File: src/rtl/riscv_lsu_if.sv
// Memory-side bus of the load-store unit: one registered word-aligned
// request with byte enables, completed by a single ready pulse.
interface riscv_lsu_if;
  logic        mem_req_o;
  logic        mem_we_o;
  logic [3:0]  mem_be_o;
  logic [31:0] mem_addr_o;
  logic [31:0] mem_wd_o;
  logic [31:0] mem_rd_i;
  logic        mem_ready_i;

  // LSU side: issues requests, receives read data and completion
  modport master (
    output mem_req_o, mem_we_o, mem_be_o, mem_addr_o, mem_wd_o,
    input  mem_rd_i, mem_ready_i
  );

  // Memory side: accepts requests, returns read data and completion
  modport slave (
    input  mem_req_o, mem_we_o, mem_be_o, mem_addr_o, mem_wd_o,
    output mem_rd_i, mem_ready_i
  );
endinterface

File: src/rtl/riscv_lsu.sv
// Load-store unit between a single-cycle RISC-V core data port and a
// word-organised data memory. The request is captured once on entry to
// BUSY, the core is stalled until memory reports ready, and the addressed
// byte/halfword/word is extracted and extended combinationally.
module riscv_lsu (
  input  logic        clk_i,
  input  logic        rst_i,
  input  logic        core_req_i,
  input  logic        core_we_i,
  input  logic [2:0]  core_size_i,
  input  logic [31:0] core_addr_i,
  input  logic [31:0] core_wd_i,
  output logic [31:0] core_rd_o,
  output logic        core_stall_o,
  riscv_lsu_if.master mem
);

  typedef enum logic [0:0] {
    ST_IDLE = 1'b0,
    ST_BUSY = 1'b1
  } state_t;

  localparam logic [2:0] SZ_B  = 3'd0;
  localparam logic [2:0] SZ_H  = 3'd1;
  localparam logic [2:0] SZ_W  = 3'd2;
  localparam logic [2:0] SZ_BU = 3'd4;
  localparam logic [2:0] SZ_HU = 3'd5;

  // Byte-lane enables; halfwords ignore addr[0], words ignore addr[1:0]
  function automatic logic [3:0] f_byte_en(input logic [2:0] size, input logic [1:0] off);
    logic [3:0] be;
    case (size)
      SZ_B, SZ_BU: be = 4'b0001 << off;
      SZ_H, SZ_HU: be = 4'b0011 << {off[1], 1'b0};
      SZ_W:        be = 4'b1111;
      default:     be = 4'b0000;
    endcase
    return be;
  endfunction

  // Store data replicated across lanes so the enabled lane carries it
  function automatic logic [31:0] f_lane_wd(input logic [2:0] size, input logic [31:0] wd);
    logic [31:0] lane;
    case (size)
      SZ_B:    lane = {4{wd[7:0]}};
      SZ_H:    lane = {2{wd[15:0]}};
      SZ_W:    lane = wd;
      default: lane = 32'h0000_0000;
    endcase
    return lane;
  endfunction

  state_t      r_state;
  state_t      w_state_nxt;
  logic        w_load;
  logic        r_we;
  logic [3:0]  r_be;
  logic [31:0] r_addr;
  logic [31:0] r_wd;
  logic [1:0]  r_off;
  logic [2:0]  r_size;
  logic [7:0]  w_byte;
  logic [15:0] w_half;
  logic [31:0] w_rd;
  logic        w_stall;

  // State register; reset always lands in IDLE, even mid-access
  always_ff @(posedge clk_i) begin
    if (rst_i) begin
      r_state <= ST_IDLE;
    end else begin
      r_state <= w_state_nxt;
    end
  end

  // Next-state logic and the capture strobe for the request registers
  always_comb begin
    w_state_nxt = r_state;
    w_load      = 1'b0;
    case (r_state)
      ST_IDLE: begin
        if (core_req_i) begin
          w_state_nxt = ST_BUSY;
          w_load      = 1'b1;
        end else begin
          w_state_nxt = ST_IDLE;
        end
      end
      ST_BUSY: begin
        if (mem.mem_ready_i) begin
          w_state_nxt = ST_IDLE;
        end else begin
          w_state_nxt = ST_BUSY;
        end
      end
      default: begin
        w_state_nxt = ST_IDLE;
      end
    endcase
  end

  // Request registers: captured once on IDLE->BUSY, held until next access
  always_ff @(posedge clk_i) begin
    if (rst_i) begin
      r_we   <= 1'b0;
      r_be   <= 4'b0000;
      r_addr <= 32'h0000_0000;
      r_wd   <= 32'h0000_0000;
      r_off  <= 2'b00;
      r_size <= 3'd0;
    end else if (w_load) begin
      r_we   <= core_we_i;
      r_be   <= f_byte_en(core_size_i, core_addr_i[1:0]);
      r_addr <= {core_addr_i[31:2], 2'b00};
      r_wd   <= f_lane_wd(core_size_i, core_wd_i);
      r_off  <= core_addr_i[1:0];
      r_size <= core_size_i;
    end
  end

  // Load extraction from the returned word using the captured offset/size
  always_comb begin
    w_byte = mem.mem_rd_i[{r_off, 3'b000} +: 8];
    w_half = mem.mem_rd_i[{r_off[1], 4'b0000} +: 16];
    w_rd   = 32'h0000_0000;
    if (r_state == ST_BUSY) begin
      case (r_size)
        SZ_B:    w_rd = {{24{w_byte[7]}}, w_byte};
        SZ_BU:   w_rd = {24'h00_0000, w_byte};
        SZ_H:    w_rd = {{16{w_half[15]}}, w_half};
        SZ_HU:   w_rd = {16'h0000, w_half};
        SZ_W:    w_rd = mem.mem_rd_i;
        default: w_rd = 32'h0000_0000;
      endcase
    end else begin
      w_rd = 32'h0000_0000;
    end
  end

  // Core stall: pending request in IDLE, outstanding memory in BUSY
  always_comb begin
    w_stall = 1'b0;
    if (rst_i) begin
      w_stall = 1'b0;
    end else if (r_state == ST_IDLE) begin
      w_stall = core_req_i;
    end else begin
      w_stall = ~mem.mem_ready_i;
    end
  end

  assign core_rd_o      = w_rd;
  assign core_stall_o   = w_stall;
  assign mem.mem_req_o  = (r_state == ST_BUSY) & ~rst_i;
  assign mem.mem_we_o   = r_we;
  assign mem.mem_be_o   = r_be;
  assign mem.mem_addr_o = r_addr;
  assign mem.mem_wd_o   = r_wd;

endmodule
File: src/flat_wrapper.sv
// flat-port wrapper written by rule: the top's interface ports become plain ports
module riscv_lsu_flat 
  (clk_i, rst_i, core_req_i, core_we_i, core_size_i, core_addr_i, core_wd_i, core_rd_o, core_stall_o, mem_mem_req_o, mem_mem_we_o, mem_mem_be_o, mem_mem_addr_o, mem_mem_wd_o, mem_mem_rd_i, mem_mem_ready_i);
  riscv_lsu_if mem_i ();
  input  logic clk_i;
  input  logic rst_i;
  input  logic core_req_i;
  input  logic core_we_i;
  input  logic [2:0] core_size_i;
  input  logic [31:0] core_addr_i;
  input  logic [31:0] core_wd_i;
  output logic [31:0] core_rd_o;
  output logic core_stall_o;
  output wire logic [$bits(mem_i.mem_req_o)-1:0] mem_mem_req_o;
  output wire logic [$bits(mem_i.mem_we_o)-1:0] mem_mem_we_o;
  output wire logic [$bits(mem_i.mem_be_o)-1:0] mem_mem_be_o;
  output wire logic [$bits(mem_i.mem_addr_o)-1:0] mem_mem_addr_o;
  output wire logic [$bits(mem_i.mem_wd_o)-1:0] mem_mem_wd_o;
  input wire logic [$bits(mem_i.mem_rd_i)-1:0] mem_mem_rd_i;
  input wire logic [$bits(mem_i.mem_ready_i)-1:0] mem_mem_ready_i;
  assign mem_mem_req_o = mem_i.mem_req_o;
  assign mem_mem_we_o = mem_i.mem_we_o;
  assign mem_mem_be_o = mem_i.mem_be_o;
  assign mem_mem_addr_o = mem_i.mem_addr_o;
  assign mem_mem_wd_o = mem_i.mem_wd_o;
  assign mem_i.mem_rd_i = mem_mem_rd_i;
  assign mem_i.mem_ready_i = mem_mem_ready_i;
  riscv_lsu u_core (.clk_i(clk_i), .rst_i(rst_i), .core_req_i(core_req_i), .core_we_i(core_we_i), .core_size_i(core_size_i), .core_addr_i(core_addr_i), .core_wd_i(core_wd_i), .core_rd_o(core_rd_o), .core_stall_o(core_stall_o), .mem(mem_i));
endmodule
File: config.mk
export PLATFORM = sky130hd
export DESIGN_NAME = riscv_lsu_flat
export DESIGN_NICKNAME = d
export VERILOG_FILES = /design/src/rtl/riscv_lsu_if.sv /design/src/rtl/riscv_lsu.sv /design/src/flat_wrapper.sv
export SDC_FILE = /design/constraint.sdc
export NUM_CORES = 1
export LEC_CHECK = 0
export ABC_CLOCK_PERIOD_IN_PS = 1900
export CORE_MARGIN = 2
export CORE_UTILIZATION = 39
export CTS_BUF_LIST = sky130_fd_sc_hd__clkbuf_16
export CTS_CLUSTER_DIAMETER = 50
export DETAILED_ROUTE_END_ITERATION = 16
export PLACE_DENSITY = 0.9
export SLEW_MARGIN = 20
export SYNTH_ARGS = -nofsm -noshare
export SYNTH_HDL_FRONTEND = slang
export SYNTH_SLANG_ARGS = --single-unit
File: constraint.sdc
create_clock -name clk_i -period 1.9 [get_ports clk_i]
set_input_delay 0.38 -clock clk_i [delete_from_list [all_inputs] [get_ports clk_i]]
set_output_delay 0.38 -clock clk_i [all_outputs]
set_load 0.01 [all_outputs]
==> out/metrics.cfg <==
[run_status]
status=complete, but fails checks
violations=setup timing

[die]
die_y_um=103
die_x_um=103
num_io_pins=207
coreArea_sq_um=9640
dieArea_sq_um=10600
rows=36
start_util_pct=39.6

[logic_synthesis]
synth_ff_type=dfxtp_1
synth.avg_cell_area_sq_um=8.03
synth.top_cells.by_area=dfxtp_1, a21oi_1, nand2_1
synth_seq_cells=73
ys_seq_area_share_pct=38.3
async_flop_share_pct=0
synth.top_cell.area_share_pct=38.3
syn_inst=476
synth_warnings=0
ys_types=34
synth_edf_count=0
syn_area_sq_um=3820
yosysMostFrequentCell=nand2_1
synth_common_cells=nand2_1, a21oi_1, dfxtp_1
yosysTopAreaCell=dfxtp_1

[sta]
rsz0062_at_grt=yes
fin_crit_sh_pct=113
finalHoldViolations=0
slew_viol_final=0
skew_ps=8.27
max_freq_ghz=0.467
fin_crit_ps=2140
setup_ws_ps=-239
finalSetupViolCount=32
relSlewSlack_pct=62.5
tightest_slew_ps=562

[setup_path]
arrival_ps=1760
critPathMaxStageDelay_ps=560
crit_chain=mux4_2 -> nand2_4 -> buf_6 -> a21oi_2 -> buf_2
start_kind=flop
crit_fanout=8
worstPathRequired_ps=1520
cp-end-kind=output port
critPathKind=flop to output port
cp_slowest_cell=mux4_2

[cts]
cts.path.max_buffers=2
cts_sinks=73
cts_tree=yes
clkTransAtPathRegs_ps=60
htreeDepth=3
clock_latency_ps=320
clock-root-buffer=clkbuf_16
cts_buffers=9

[route]
dr.pass1.iters=5
vias=4709
wirelength_um=15800
avgViaCountPerCell=5.59
wl_per_cell_um=18.7
initialDrtViolationCount=256
antenna_left=0
drc_errors=0

[cells_and_area]
fin_area_sq_um=6830
layout-drive-gt1-share_pct=25.4
areaGrowthSynthToFinish_pct=78.7
nFillCells=717
fin_nets=810
num_antenna_cells=0

[global_routing]
grt_pass1_vias=4587
grt_max_degree=55
grt_pass1_wl_um=22600
grt_usage_pct=27.1
globalRouteOverflowTotal=0
antenna_found_initial=0

[placed_design]
hpwl_um=10200
port_buffers=204
gp_congestion=0.818
dpl_cell_area_sq_um=6140

[flow_run]
drv_cap=0

[worst_hold_path]
hp-class=flop to flop

[power]
peakVddDrop_mv=0.741
power_per_cell_area_nw_per_um2=721
power_mw=4.92
p_leak_nw=2.68

stage by stage:
stage | setup slack [ps] | hold slack, ps | utilization, % | setup TNS (ps) | instances
after floorplan | 230 | 476 | - | 0 | 477
after global placement | -585 | 441 | 63.7 | -15690 | 808
after detailed placement | -664 | 449 | 63.7 | -17860 | 808
after CTS | -209 | 459 | 69.6 | -4920 | 842
after global routing | -286 | 477 | 70.8 | -7210 | 843
final | -239 | 454 | 70.8 | -5700 | 843
per-layer routing:
layer | GRT usage (%) | routed length [um] | part of all wire (%) | vias up
met5 | 0 | 0 | 0 | -
met4 | 12.7 | 566 | 3.6 | 0
met3 | 9.49 | 1570 | 10 | 68
met2 | 48.0 | 8100 | 51 | 271
met1 | 28.8 | 5530 | 35 | 2229
li1 | - | - | - | 2141
state kept, by name, summed over array words and instances, names as in the netlist:
name	count
u_core.mem.mem_addr_o	30
u_core.r_size	3
u_core.mem.mem_we_o	1
u_core.mem.mem_be_o	4
u_core.mem.mem_wd_o	32
u_core.r_off	2
u_core.r_state	1
report_power, final:
part | internal (mW) | switching [mW]
registers | 1.60 | 0.0501
clock network | 1.40 | 0.606
logic | 0.659 | 0.601
total | 3.66 | 1.26
final cells by class:
type / count / area, sq um / share of cell area (%)
Tap cell: 133 / 166 / 2.44
Clock buffer: 9 / 225 / 3.30
Clock inverter: 6 / 131 / 1.92
Timing Repair Buffer: 264 / 2440 / 35.8
Sequential cell: 73 / 1470 / 21.6
Inverter: 3 / 11.3 / 0.165
Multi-Input combinational cell: 355 / 2380 / 34.8
repair_timing:
item / 4_1_cts / 5_1_grt
resized for setup: 182 / 35
hold buffers: 0 / 0
setup buffers: 17 / 3
setup endpoints to repair: 34 / 33
gates cloned: 2 / 0
pin swaps: 13 / 8
placed cells by master, fill, tap and decap left out, drive strengths merged:
master and instances:
mux2i 16, clkinv 1, or2 1, clkbuf 12
nand2 108, buf 92, a22o 16, nor2b 11
a31oi 5, conb 2, mux2 16, o21ba 1
a32oi 7, clkinvlp 1, bufinv 4, dlygate4sd2 5
clkdlybuf4s50 164, nand3 17, o2bb2ai 4, nor3 2
mux4 1, a22oi 9, a21oi 86, nand3b 10
dfxtp 73, and3b 8, o211ai 8, nor3b 3
nor2 2, inv 3, nand2b 4, o21ai 18
logic make-up after synthesis:
kind of cell,share of synthesized area (%)
and+or+nand+nor,20.7
AOI/OAI and AO/OA,24.9
DFF,38.3
buffers and inverters,6.52
muxes,9.50
other,0.0982
path summary, 6_finish.rpt:
path | from | cells past startpoint | end | slack [ps]
hold reg to reg | u_core.mem.mem_wd_o[6]$_SDFFE_PP0P_ | 2 | u_core.mem.mem_wd_o[6]$_SDFFE_PP0P_ | 450
setup / recovery | u_core.r_off[1]$_SDFFE_PP0P_ | 5 | core_rd_o[8] | -240
setup reg to reg | u_core.r_state$_SDFF_PP0_ | 6 | u_core.mem.mem_wd_o[11]$_SDFFE_PP0P_ | 200
hold / removal | u_core.mem.mem_wd_o[6]$_SDFFE_PP0P_ | 2 | u_core.mem.mem_wd_o[6]$_SDFFE_PP0P_ | 450
worst max-delay path, delay by kind of cell, from the launching register on:
family | cells | cell delay [ps]
muxes | 1 | 560
and+or+nand+nor | 1 | 160
buffers and inverters | 2 | 270
DFF | 1 | 420
AOI/OAI and AO/OA | 1 | 40
Note: power is estimated with default switching activity, not from simulation.
